$ cat src/rtl/k16_io_pkg.sv
`default_nettype none
// =============================================================================
// Module   : k16_io_pkg
// Brief    : Shared constants, types and slot-map helpers for the K16 nibble
//            I/O scanner.
// Revision : 1.0 - initial release
// =============================================================================
package k16_io_pkg;

  localparam int K16IO_SLOTS    = 8;
  localparam int K16IO_NIBBLE_W = 4;
  localparam int K16IO_WORD_W   = 16;
  localparam int K16IO_SLOT_W   = $clog2(K16IO_SLOTS);
  localparam int K16IO_FRAME_W  = 2 * K16IO_WORD_W;
  localparam int K16IO_DWELL_W  = 16;

  typedef logic [K16IO_SLOT_W-1:0]   slot_t;
  typedef logic [K16IO_NIBBLE_W-1:0] nibble_t;
  typedef logic [K16IO_WORD_W-1:0]   word_t;
  typedef logic [K16IO_FRAME_W-1:0]  frame_t;

  // Slots 0..3 address word 0, slots 4..7 address word 1, LSB nibble first.
  typedef struct packed {
    logic       word_sel;
    logic [1:0] nib_idx;
  } slot_map_t;

  function automatic slot_map_t slot_map(input slot_t slot);
    slot_map_t m;
    m.word_sel = slot[2];
    m.nib_idx  = slot[1:0];
    return m;
  endfunction

  function automatic nibble_t slot_nibble(input word_t w0, input word_t w1,
                                          input slot_t slot);
    slot_map_t m;
    word_t     w;
    m = slot_map(slot);
    w = m.word_sel ? w1 : w0;
    return w[{m.nib_idx, 2'b00} +: K16IO_NIBBLE_W];
  endfunction

  // A frame is {word1, word0}, so the slot index times four is the bit offset.
  function automatic frame_t frame_merge(input frame_t frame, input slot_t slot,
                                         input nibble_t nib);
    frame_t f;
    f = frame;
    f[{slot, 2'b00} +: K16IO_NIBBLE_W] = nib;
    return f;
  endfunction

endpackage
`default_nettype wire

$ cat src/rtl/k16_io_slot_timer.sv
`default_nettype none
// =============================================================================
// Module   : k16_io_slot_timer
// Brief    : Dwell counter and free-running 3-bit slot counter with a
//            combinational strobe flagging the last cycle of each slot.
// Revision : 1.0 - initial release
// =============================================================================
module k16_io_slot_timer
  import k16_io_pkg::*;
#(
  parameter int unsigned DWELL_CYCLES = 1
) (
  input  logic  clk,
  input  logic  reset,
  output slot_t slot,
  output logic  slot_end
);

  localparam logic [K16IO_DWELL_W-1:0] DWELL_LAST = K16IO_DWELL_W'(DWELL_CYCLES - 1);

  logic [K16IO_DWELL_W-1:0] dwell_q, dwell_d;
  slot_t                    slot_q, slot_d;
  logic                     last_w;

  always_comb begin
    last_w  = (dwell_q == DWELL_LAST);
    dwell_d = dwell_q + K16IO_DWELL_W'(1);
    slot_d  = slot_q;
    if (last_w) begin
      dwell_d = '0;
      slot_d  = slot_q + K16IO_SLOT_W'(1);
    end
  end

  always_ff @(posedge clk) begin
    if (reset) begin
      dwell_q <= '0;
      slot_q  <= '0;
    end else begin
      dwell_q <= dwell_d;
      slot_q  <= slot_d;
    end
  end

  assign slot     = slot_q;
  assign slot_end = last_w;

endmodule
`default_nettype wire

$ cat src/rtl/k16_io.sv
`default_nettype none
// =============================================================================
// Module   : k16_io
// Brief    : Time-multiplexed nibble I/O scanner: serialises two CPU output
//            words onto a 4-bit bus and gathers two input words frame-coherently.
//            Optional macro K16IO_INPUT_SYNC_EN adds a 2-flop input synchronizer.
// Revision : 1.0 - initial release
// =============================================================================
module k16_io
  import k16_io_pkg::*;
#(
  parameter int unsigned DWELL_CYCLES = 1
) (
  input  logic        clk,
  input  logic        reset,
  output logic [2:0]  select,
  output logic [3:0]  outputBits,
  input  logic [3:0]  inputBits,
  input  logic [15:0] cpuOutput0,
  input  logic [15:0] cpuOutput1,
  output logic [15:0] cpuInput0,
  output logic [15:0] cpuInput1
);

  localparam slot_t LAST_SLOT = slot_t'(K16IO_SLOTS - 1);

  slot_t scan_slot;
  logic  scan_slot_end;

  k16_io_slot_timer #(
    .DWELL_CYCLES (DWELL_CYCLES)
  ) u_slot_timer (
    .clk      (clk),
    .reset    (reset),
    .slot     (scan_slot),
    .slot_end (scan_slot_end)
  );

  // select/outputBits trail the timer by one edge; cap_q marks the final cycle
  // of the slot currently shown on select.
  slot_t   select_q, select_d;
  nibble_t out_nib_q, out_nib_d;
  logic    cap_q, cap_d;

  always_comb begin
    select_d  = scan_slot;
    out_nib_d = slot_nibble(cpuOutput0, cpuOutput1, scan_slot);
    cap_d     = scan_slot_end;
  end

  always_ff @(posedge clk) begin
    if (reset) begin
      select_q  <= '0;
      out_nib_q <= '0;
      cap_q     <= 1'b0;
    end else begin
      select_q  <= select_d;
      out_nib_q <= out_nib_d;
      cap_q     <= cap_d;
    end
  end

  nibble_t cap_nib;
  slot_t   cap_tag;
  logic    cap_en;

`ifdef K16IO_INPUT_SYNC_EN
  nibble_t sync1_q, sync1_d, sync2_q, sync2_d;
  slot_t   tag1_q, tag1_d, tag2_q, tag2_d;
  logic    cap1_q, cap1_d, cap2_q, cap2_d;

  // Slot tag and capture strobe ride alongside the data through both stages.
  always_comb begin
    sync1_d = inputBits;
    sync2_d = sync1_q;
    tag1_d  = select_q;
    tag2_d  = tag1_q;
    cap1_d  = cap_q;
    cap2_d  = cap1_q;
  end

  always_ff @(posedge clk) begin
    if (reset) begin
      sync1_q <= '0;
      sync2_q <= '0;
      tag1_q  <= '0;
      tag2_q  <= '0;
      cap1_q  <= 1'b0;
      cap2_q  <= 1'b0;
    end else begin
      sync1_q <= sync1_d;
      sync2_q <= sync2_d;
      tag1_q  <= tag1_d;
      tag2_q  <= tag2_d;
      cap1_q  <= cap1_d;
      cap2_q  <= cap2_d;
    end
  end

  assign cap_nib = sync2_q;
  assign cap_tag = tag2_q;
  assign cap_en  = cap2_q;
`else
  assign cap_nib = inputBits;
  assign cap_tag = select_q;
  assign cap_en  = cap_q;
`endif

  frame_t shadow_q, shadow_d;
  frame_t merged_w;
  word_t  in0_q, in0_d, in1_q, in1_d;

  always_comb begin
    merged_w = frame_merge(shadow_q, cap_tag, cap_nib);
    shadow_d = shadow_q;
    in0_d    = in0_q;
    in1_d    = in1_q;
    if (cap_en) begin
      shadow_d = merged_w;
      // Commit straight from the merged value so slot 7 lands in the same frame.
      if (cap_tag == LAST_SLOT) begin
        in0_d = merged_w[K16IO_WORD_W-1:0];
        in1_d = merged_w[K16IO_FRAME_W-1:K16IO_WORD_W];
      end
    end
  end

  always_ff @(posedge clk) begin
    if (reset) begin
      shadow_q <= '0;
      in0_q    <= '0;
      in1_q    <= '0;
    end else begin
      shadow_q <= shadow_d;
      in0_q    <= in0_d;
      in1_q    <= in1_d;
    end
  end

  assign select     = select_q;
  assign outputBits = out_nib_q;
  assign cpuInput0  = in0_q;
  assign cpuInput1  = in1_q;

endmodule
`default_nettype wire

$ cat config.mk
export PLATFORM = sky130hd
export DESIGN_NAME = k16_io
export DESIGN_NICKNAME = d
export VERILOG_FILES = /design/src/rtl/k16_io_pkg.sv /design/src/rtl/k16_io_slot_timer.sv /design/src/rtl/k16_io.sv
export SDC_FILE = /design/constraint.sdc
export NUM_CORES = 1
export LEC_CHECK = 0
export BUFFER_PORTS_ARGS = -buffer_cell sky130_fd_sc_hd__buf_2
export CORE_MARGIN = 3
export CORE_UTILIZATION = 28
export DETAILED_ROUTE_END_ITERATION = 8
export HOLD_SLACK_MARGIN = 0.06
export SETUP_SLACK_MARGIN = 0.5
export SLEW_MARGIN = 0
export SYNTH_ARGS = -nofsm -noshare
export SYNTH_HDL_FRONTEND = slang
export SYNTH_SLANG_ARGS = --single-unit
export TNS_END_PERCENT = 100
$ cat constraint.sdc
create_clock -name clk -period 2.55 [get_ports clk]
set_input_delay 0.6375 -clock clk [delete_from_list [all_inputs] [get_ports clk]]
set_output_delay 0.6375 -clock clk [all_outputs]
set_load 0.05 [all_outputs]
==> results of run 1 <==
## kinds of logic after synthesis
kind of cell               after synthesis
adders and majority gates                7
xor gates and xnor gates                13
muxes                                   66
buffers and inverters                   42
AOI/OAI and AO/OA                       48
DFF                                     91
and+or+nand+nor                        158
## layout by cell type, fill, tap and decap left out, drive strengths merged, types with 4 or more instances in the layout
| cell | count |
|---|---|
| xnor2 | 9 |
| nor2 | 79 |
| a211oi | 32 |
| nand2 | 20 |
| nor4 | 5 |
| mux4 | 8 |
| a21oi | 14 |
| ha | 7 |
| dfxtp | 91 |
| nor2b | 5 |
| inv | 10 |
| xor2 | 4 |
| buf | 91 |
| nor3 | 4 |
| nand3 | 21 |
| nand4 | 7 |
| clkbuf | 11 |
| mux2i | 57 |
## state kept, by name (all words and copies together), names as in the netlist
register / count
shadow_q: 32
cpuInput0: 16
cpuInput1: 16
u_slot_timer.dwell_q: 16
outputBits: 4
select: 3
u_slot_timer.slot: 3
cap_en: 1
## worst min-delay path, stage by stage, from the launching register on
cell and delay (ps):
dfxtp_1 310, nand2_1 50, a21oi_1 50
## timing repair
item,4_1_cts,5_1_grt
pin swaps,2,9
setup endpoints to repair,16,74
cloned,1,0
buffers inserted,1,8
resized for setup,4,18
endpoints found under the hold margin,0,0
hold buffers,0,0
## metal layers
| layer | up-vias | wire length, um |
|---|---|---|
| met5 | - | 0 |
| met4 | 0 | 95 |
| met3 | 7 | 444 |
| met2 | 68 | 4630 |
| met1 | 1536 | 4160 |
| li1 | 1641 | - |
## power breakdown
| group | leakage, nW | switching [mW] | total (mW) | internal, mW |
|---|---|---|---|---|
| registers | 0.737 | 0.0248 | 1.47 | 1.44 |
| clock network | 0.138 | 0.563 | 1.35 | 0.790 |
| logic | 1.20 | 0.158 | 0.283 | 0.125 |
## area by class of cell
cell class	instances	area, sq um	area share (%)
multi-input combinational	292	2180	42.8
sequential	91	1830	35.9
timing repair buffer	92	517	10.2
clock buffer	11	243	4.77
tap	180	225	4.43
clock inverter	5	61.3	1.21
inverter	9	33.8	0.664
## through the flow
stage	area, sq um	std cells	utilization, %	hold slack (ps)
after detailed placement	4610	654	32.9	452
after floorplan	4080	425	-	436
final	5080	680	36.4	456
after global routing	5080	680	36.4	479
after CTS	4950	672	35.4	461
after global placement	4610	654	32.9	441
## synthesized netlist by cell type, drive strengths merged, types with 2 or more instances
cell / number
dfxtp: 91
nor2: 79
mux2i: 57
a211oi: 32
clkbuf: 23
nand3: 21
nand2: 20
a21oi: 14
buf: 10
inv: 9
xnor2: 9
mux4: 8
ha: 7
nand4: 7
nor2b: 5
nor4: 5
nor3: 4
xor2: 4
and2: 3
or2: 3
and3: 2
nor4b: 2
nor4bb: 2
## worst paths after layout
path                            cells past startpoint  slack [ps]            end          from
worst min-delay path                                2         460   shadow_q[13]  shadow_q[13]
worst max-delay path                                7         640  cpuInput1[15]     select[0]
worst min register to register                      2         460   shadow_q[13]  shadow_q[13]
worst max register to register                      7         640  cpuInput1[15]     select[0]
==> summary.txt, run 1 <==
Clocking
  – Clock sink total: 91
  – Max clock buf depth: 2
  – # H-tree levels: 3
  – Reg clk slew, reported paths: 70 ps
  – CTS tree: yes
  – Worst skew pair latency: 340 ps
  – Root buf cell: clkbuf_16
  – Number of CTS-inserted buffers: 9

Synth
  – Syn Inst Count: 425
  – Syn avg cell area: 9.52 sq um
  – Post-Synth XOR/XNOR Area: 2.81%
  – Largest family of logic cells by synthesized area: simple AND/OR/NAND/NOR gates
  – Ys Warns: 0
  – Post-Synth Simple-Gate Area: 18.9%
  – Top-area cell type share of the netlist area: 45.0%
  – Synth Cell Area: 4050 sq um
  – Mux share of post-synthesis cell area: 18.8%
  – Post-synthesis compound-gate area fraction: 8.16%
  – Post-synth top flop: dfxtp_1
  – Seq/Total Area, Yosys: 45.0%
  – Unique masters post-synth: 39
  – Area leader, netlist: dfxtp_1
  – FF+latch count, synth: 91
  – Area contributors post-synth: dfxtp_1 (45%), mux2i_1 (14%), nor2_1 (7.3%)
  – Syn Nets: 470
  – Post-synth EDFFs: 0
  – Asr flop ratio synth: 0%
  – Synth Area in Adders: 2.16%

Pwr
  – Max VDD drop: 308 uV
  – Pwr/cell area: 610 nW/um^2
  – P_leak: 2.07 nW
  – Tot Pwr: 3.10 mW

Drt
  – Vias after detailed routing: 3252
  – TritonRoute pass-1 iters: 4
  – Final ANT Viol Nets: 0
  – DR WL/cell: 13.7 um
  – Remaining routing DRC violations: 0
  – Routed WL: 9330 um
  – DR iter-0 viols: 111
  – Vias per inst: 4.78

STA
  – Highest Clock Rate: 0.524 GHz
  – Clock skew: 6.22 ps
  – RSZ-0062 raised after global routing: no
  – Slew margin rel.: 61.5%
  – Final max-slew violation count: 0
  – Setup WS post-layout: 640 ps
  – Setup violations, final: 0
  – Worst Tran Pin Value: 576 ps
  – Post-route clock period utilization: 74.9%
  – Post-layout min period: 1910 ps
  – Final hold vios: 0
  – Setup TNS Final: 0 ps

Finish
  – Final nets: 540
  – Synth-to-layout area growth: 25.6%
  – Fillers: 1416
  – Share of cells above drive strength 1: 28.8%
  – Inserted Diodes: 0

Floorplanning
  – Die Footprint: 15900 sq um
  – Io pins: 77
  – DIE HEIGHT: 126 um
  – Total core area: 14000 sq um
  – Initial core utilization: 28.9%
  – Die Wd: 126 um
  – Row count: 43

Setup path
  – CP Buf/Inv Count: 2
  – Crit start category: flop
  – Slowest Stage Delay on Critical Path: 410 ps
  – CP Cell Sequence: inv_2, ha_4, ha_4, nor4b_4, buf_4, mux2i_1, a211oi_2
  – Slowest CP cell: dfxtp_4
  – Setup crit end kind: flop
  – Largest delay contributor family on the critical path: adder cells
  – Most frequent CP cell: ha_4
  – Crit path max fanout: 11
  – Worst EP required: 2770 ps
  – Critical path class: flop to flop
  – Crit path DAT: 2130 ps

Global route
  – Pin count of the biggest net entering global routing: 43
  – GRT Total Usage: 11.7%
  – Busiest grt layer: met2
  – Initial antenna violation count: 0
  – Met2 Usage GRT: 20.1%
  – Met1 Resource Use GR: 14.3%
  – Vias in the first global route: 3174
  – Grt total ovfl: 0
  – First-pass GRT wire length: 15300 um
  – M3 GR Usage: 3.52%

Run
  – Max-Cap Viols: 0

Placement
  – Port Buf Inserts: 76
  – Dpl ws: 401 ps
  – Detailed placer's ending HPWL: 6490 um
  – RePlAce Congestion: 0.778

Status
  – Run status: finished, final reports clean

Hold path
  – Hold Path Class: flop to flop
(Power assumes the default switching activity.)
==> inputs of run 2 (changes only) <==
- clock period: 2.55 -> 1.6 ns (I/O delays scaled with it)
==> summary.txt, run 2 (synthesis gave the netlist of run 1 again) <==
Status
  – Failing checks: setup timing
  – Run status: finished, violations left (was finished, final reports clean)

STA
  – Post-route clock period utilization: 110% (was 74.9%)
  – Setup TNS Final: -5380 ps (was 0 ps)
  – Post-layout min period: 1770 ps (was 1910 ps)
  – RSZ-0062 raised after global routing: yes (was no)
  – Highest Clock Rate: 0.566 GHz (was 0.524 GHz)
  – Setup WS post-layout: -166 ps (was 640 ps)
  – Final max-slew violation count: 0 (unchanged)
  – Clock skew: 8.28 ps (was 6.22 ps)
  – Final hold vios: 0 (unchanged)
  – Slew margin rel.: 71.6% (was 61.5%)
  – Worst Tran Pin Value: 426 ps (was 576 ps)
  – Setup violations, final: 63 (was 0)

Placement
  – RePlAce Congestion: 0.786 (was 0.778)
  – Detailed placer's ending HPWL: 6990 um (was 6490 um)
  – Port Buf Inserts: 76 (unchanged)
  – Placed instance area: 4930 sq um (was 4610 sq um)
  – Post-placement cell count: 681 (was 654)

Floorplanning
  – Io pins: 77 (unchanged)
  – Initial core utilization: 28.9% (unchanged)
  – Die Wd: 126 um (unchanged)
  – DIE HEIGHT: 126 um (unchanged)
  – Total core area: 14000 sq um (unchanged)
  – Die Footprint: 15900 sq um (unchanged)
  – Row count: 43 (unchanged)

Setup path
  – Critical path class: flop to flop (unchanged)
  – Setup crit end kind: flop (unchanged)
  – Worst EP required: 1850 ps (was 2770 ps)
  – Reg2Reg Depth: 7 (unchanged)
  – Crit start category: flop (unchanged)
  – Crit path max fanout: 7 (was 11)
  – Crit path DAT: 2020 ps (was 2130 ps)

Global route
  – Initial antenna violation count: 0 (unchanged)
  – First-pass GRT wire length: 16900 um (was 15300 um)
  – GRT Total Usage: 12.9% (was 11.7%)
  – Pin count of the biggest net entering global routing: 31 (was 43)
  – Vias in the first global route: 3591 (was 3174)
  – Grt total ovfl: 0 (unchanged)

Clocking
  – CTS tree: yes (unchanged)
  – Post-cts hold buffer count: 0 (unchanged)
  – Reg clk slew, reported paths: 70 ps (about the same)
  – Clock sink total: 91 (unchanged)
  – Number of CTS-inserted buffers: 9 (unchanged)
  – Worst skew pair latency: 340 ps (about the same)
  – Root buf cell: clkbuf_16 (unchanged)
  – # H-tree levels: 3 (unchanged)
  – Max clock buf depth: 2 (unchanged)

Drt
  – Remaining routing DRC violations: 0 (unchanged)
  – Vias per inst: 4.74 (was 4.78)
  – Vias after detailed routing: 3474 (was 3252)
  – Final ANT Viol Nets: 0 (unchanged)
  – Routed WL: 10700 um (was 9330 um)
  – DR iter-0 viols: 131 (was 111)
  – DR WL/cell: 14.6 um (was 13.7 um)
  – TritonRoute pass-1 iters: 4 (unchanged)

Finish
  – Post-Layout Cell Count: 733 (was 680)
  – Commonest non-fill, non-tap cell in the layout: nor2_1 (was dfxtp_1)
  – Most frequent cells in the layout: nor2_1 (64), mux2i_1 (56), dfxtp_2 (44) (was dfxtp_1 (89), nor2_1 (78), buf_2 (76))
  – Largest Register: shadow_q (unchanged)
  – Synth-to-layout area growth: 57.3% (was 25.6%)
  – Max reg flops: 32 (unchanged)
  – Inserted Diodes: 0 (unchanged)
  – Share of cells above drive strength 1: 54.1% (was 28.8%)
  – Register area: 1910 sq um (was 1830 sq um)
  – Multi-input gate area: 2480 sq um (was 2180 sq um)
  – Fillers: 1264 (was 1416)
  – Final Cell Area: 6370 sq um (was 5080 sq um)
  – Final nets: 593 (was 540)

Pwr
  – Pwr/cell area: 777 nW/um^2 (was 610 nW/um^2)
  – Tot Pwr: 4.95 mW (was 3.10 mW)
  – P_leak: 2.55 nW (was 2.07 nW)
  – Max VDD drop: 488 uV (was 308 uV)

Run
  – Max-Cap Viols: 0 (unchanged)

Hold path
  – Hold Path Class: flop to flop (unchanged)
  – Hold Path Cell Cnt: 2 (unchanged)
[run 2: cell count changes in the layout (fill, tap and decap cells not counted), sizes merged]
cell	previous run	this run
nand4	7	8
clkbuf	11	12
clkdlybuf4s15	1	0
clkinvlp	3	1
clkinv	0	3
buf	91	143
bufinv	1	0
[run 2: area by class of cell]
| type | count | share of cell area (%) |
|---|---|---|
| Tap cell | 180 | 3.54 |
| Inverter | 9 | 0.570 |
| Sequential cell | 91 | 30.1 |
| Clock inverter | 5 | 0.570 |
| Timing Repair Buffer | 144 | 22.4 |
| Multi-Input combinational cell | 293 | 38.9 |
| Clock buffer | 11 | 3.97 |
[run 2: timing repair]
| item | 4_1_cts | 5_1_grt |
|---|---|---|
| setup endpoints to repair | 127 | 127 |
| pin swaps | 27 | 19 |
| gates resized for setup | 210 | 51 |
| gates cloned | 2 | 1 |
| endpoints found under the hold margin | 0 | 0 |
| buffers inserted | 26 | 7 |
[run 2: path summary, 6_finish.rpt]
| path | from | end | slack (ps) |
|---|---|---|---|
| min | shadow_q[30] | shadow_q[30] | 470 |
| min reg2reg | shadow_q[30] | shadow_q[30] | 470 |
| max reg2reg | select[0] | cpuInput1[1] | -170 |
| max | select[0] | cpuInput1[1] | -170 |
[run 2: metal layers]
metal,GRT usage [%],up-vias,wire [um]
met4,3.09,0,175
met1,15.0,1638,4330
met2,23.5,75,5740
met5,0,-,0
li1,-,1744,-
met3,3.39,17,431
[run 2: critical path: stages, from the launching register on]
cell and delay (ps):
dfxtp_4 360, inv_4 40, ha_4 160, ha_4 330, nor2b_1 220, nand3_2 180
mux2i_1 160, a211oi_1 230
[run 2: metrics by stage]
| stage | hold WS [ps] | util (%) | worst slack [ps] |
|---|---|---|---|
| 6_report | 472 | 45.5 | -166 |
| 5_1_grt | 484 | 45.5 | -299 |
| 4_1_cts | 458 | 43.6 | -157 |
| 3_5_place_dp | 454 | 35.3 | -237 |
| 3_3_place_gp | 447 | 35.3 | -194 |
| 2_1_floorplan | 438 | - | -333 |
[run 2: where the power goes]
part | total [mW] | switching [mW] | internal (mW) | leakage, nW
clock network | 2.04 | 0.901 | 1.14 | 0.142
logic | 0.594 | 0.305 | 0.289 | 1.64
registers | 2.31 | 0.0250 | 2.29 | 0.765
total | 4.95 | 1.23 | 3.72 | 2.55
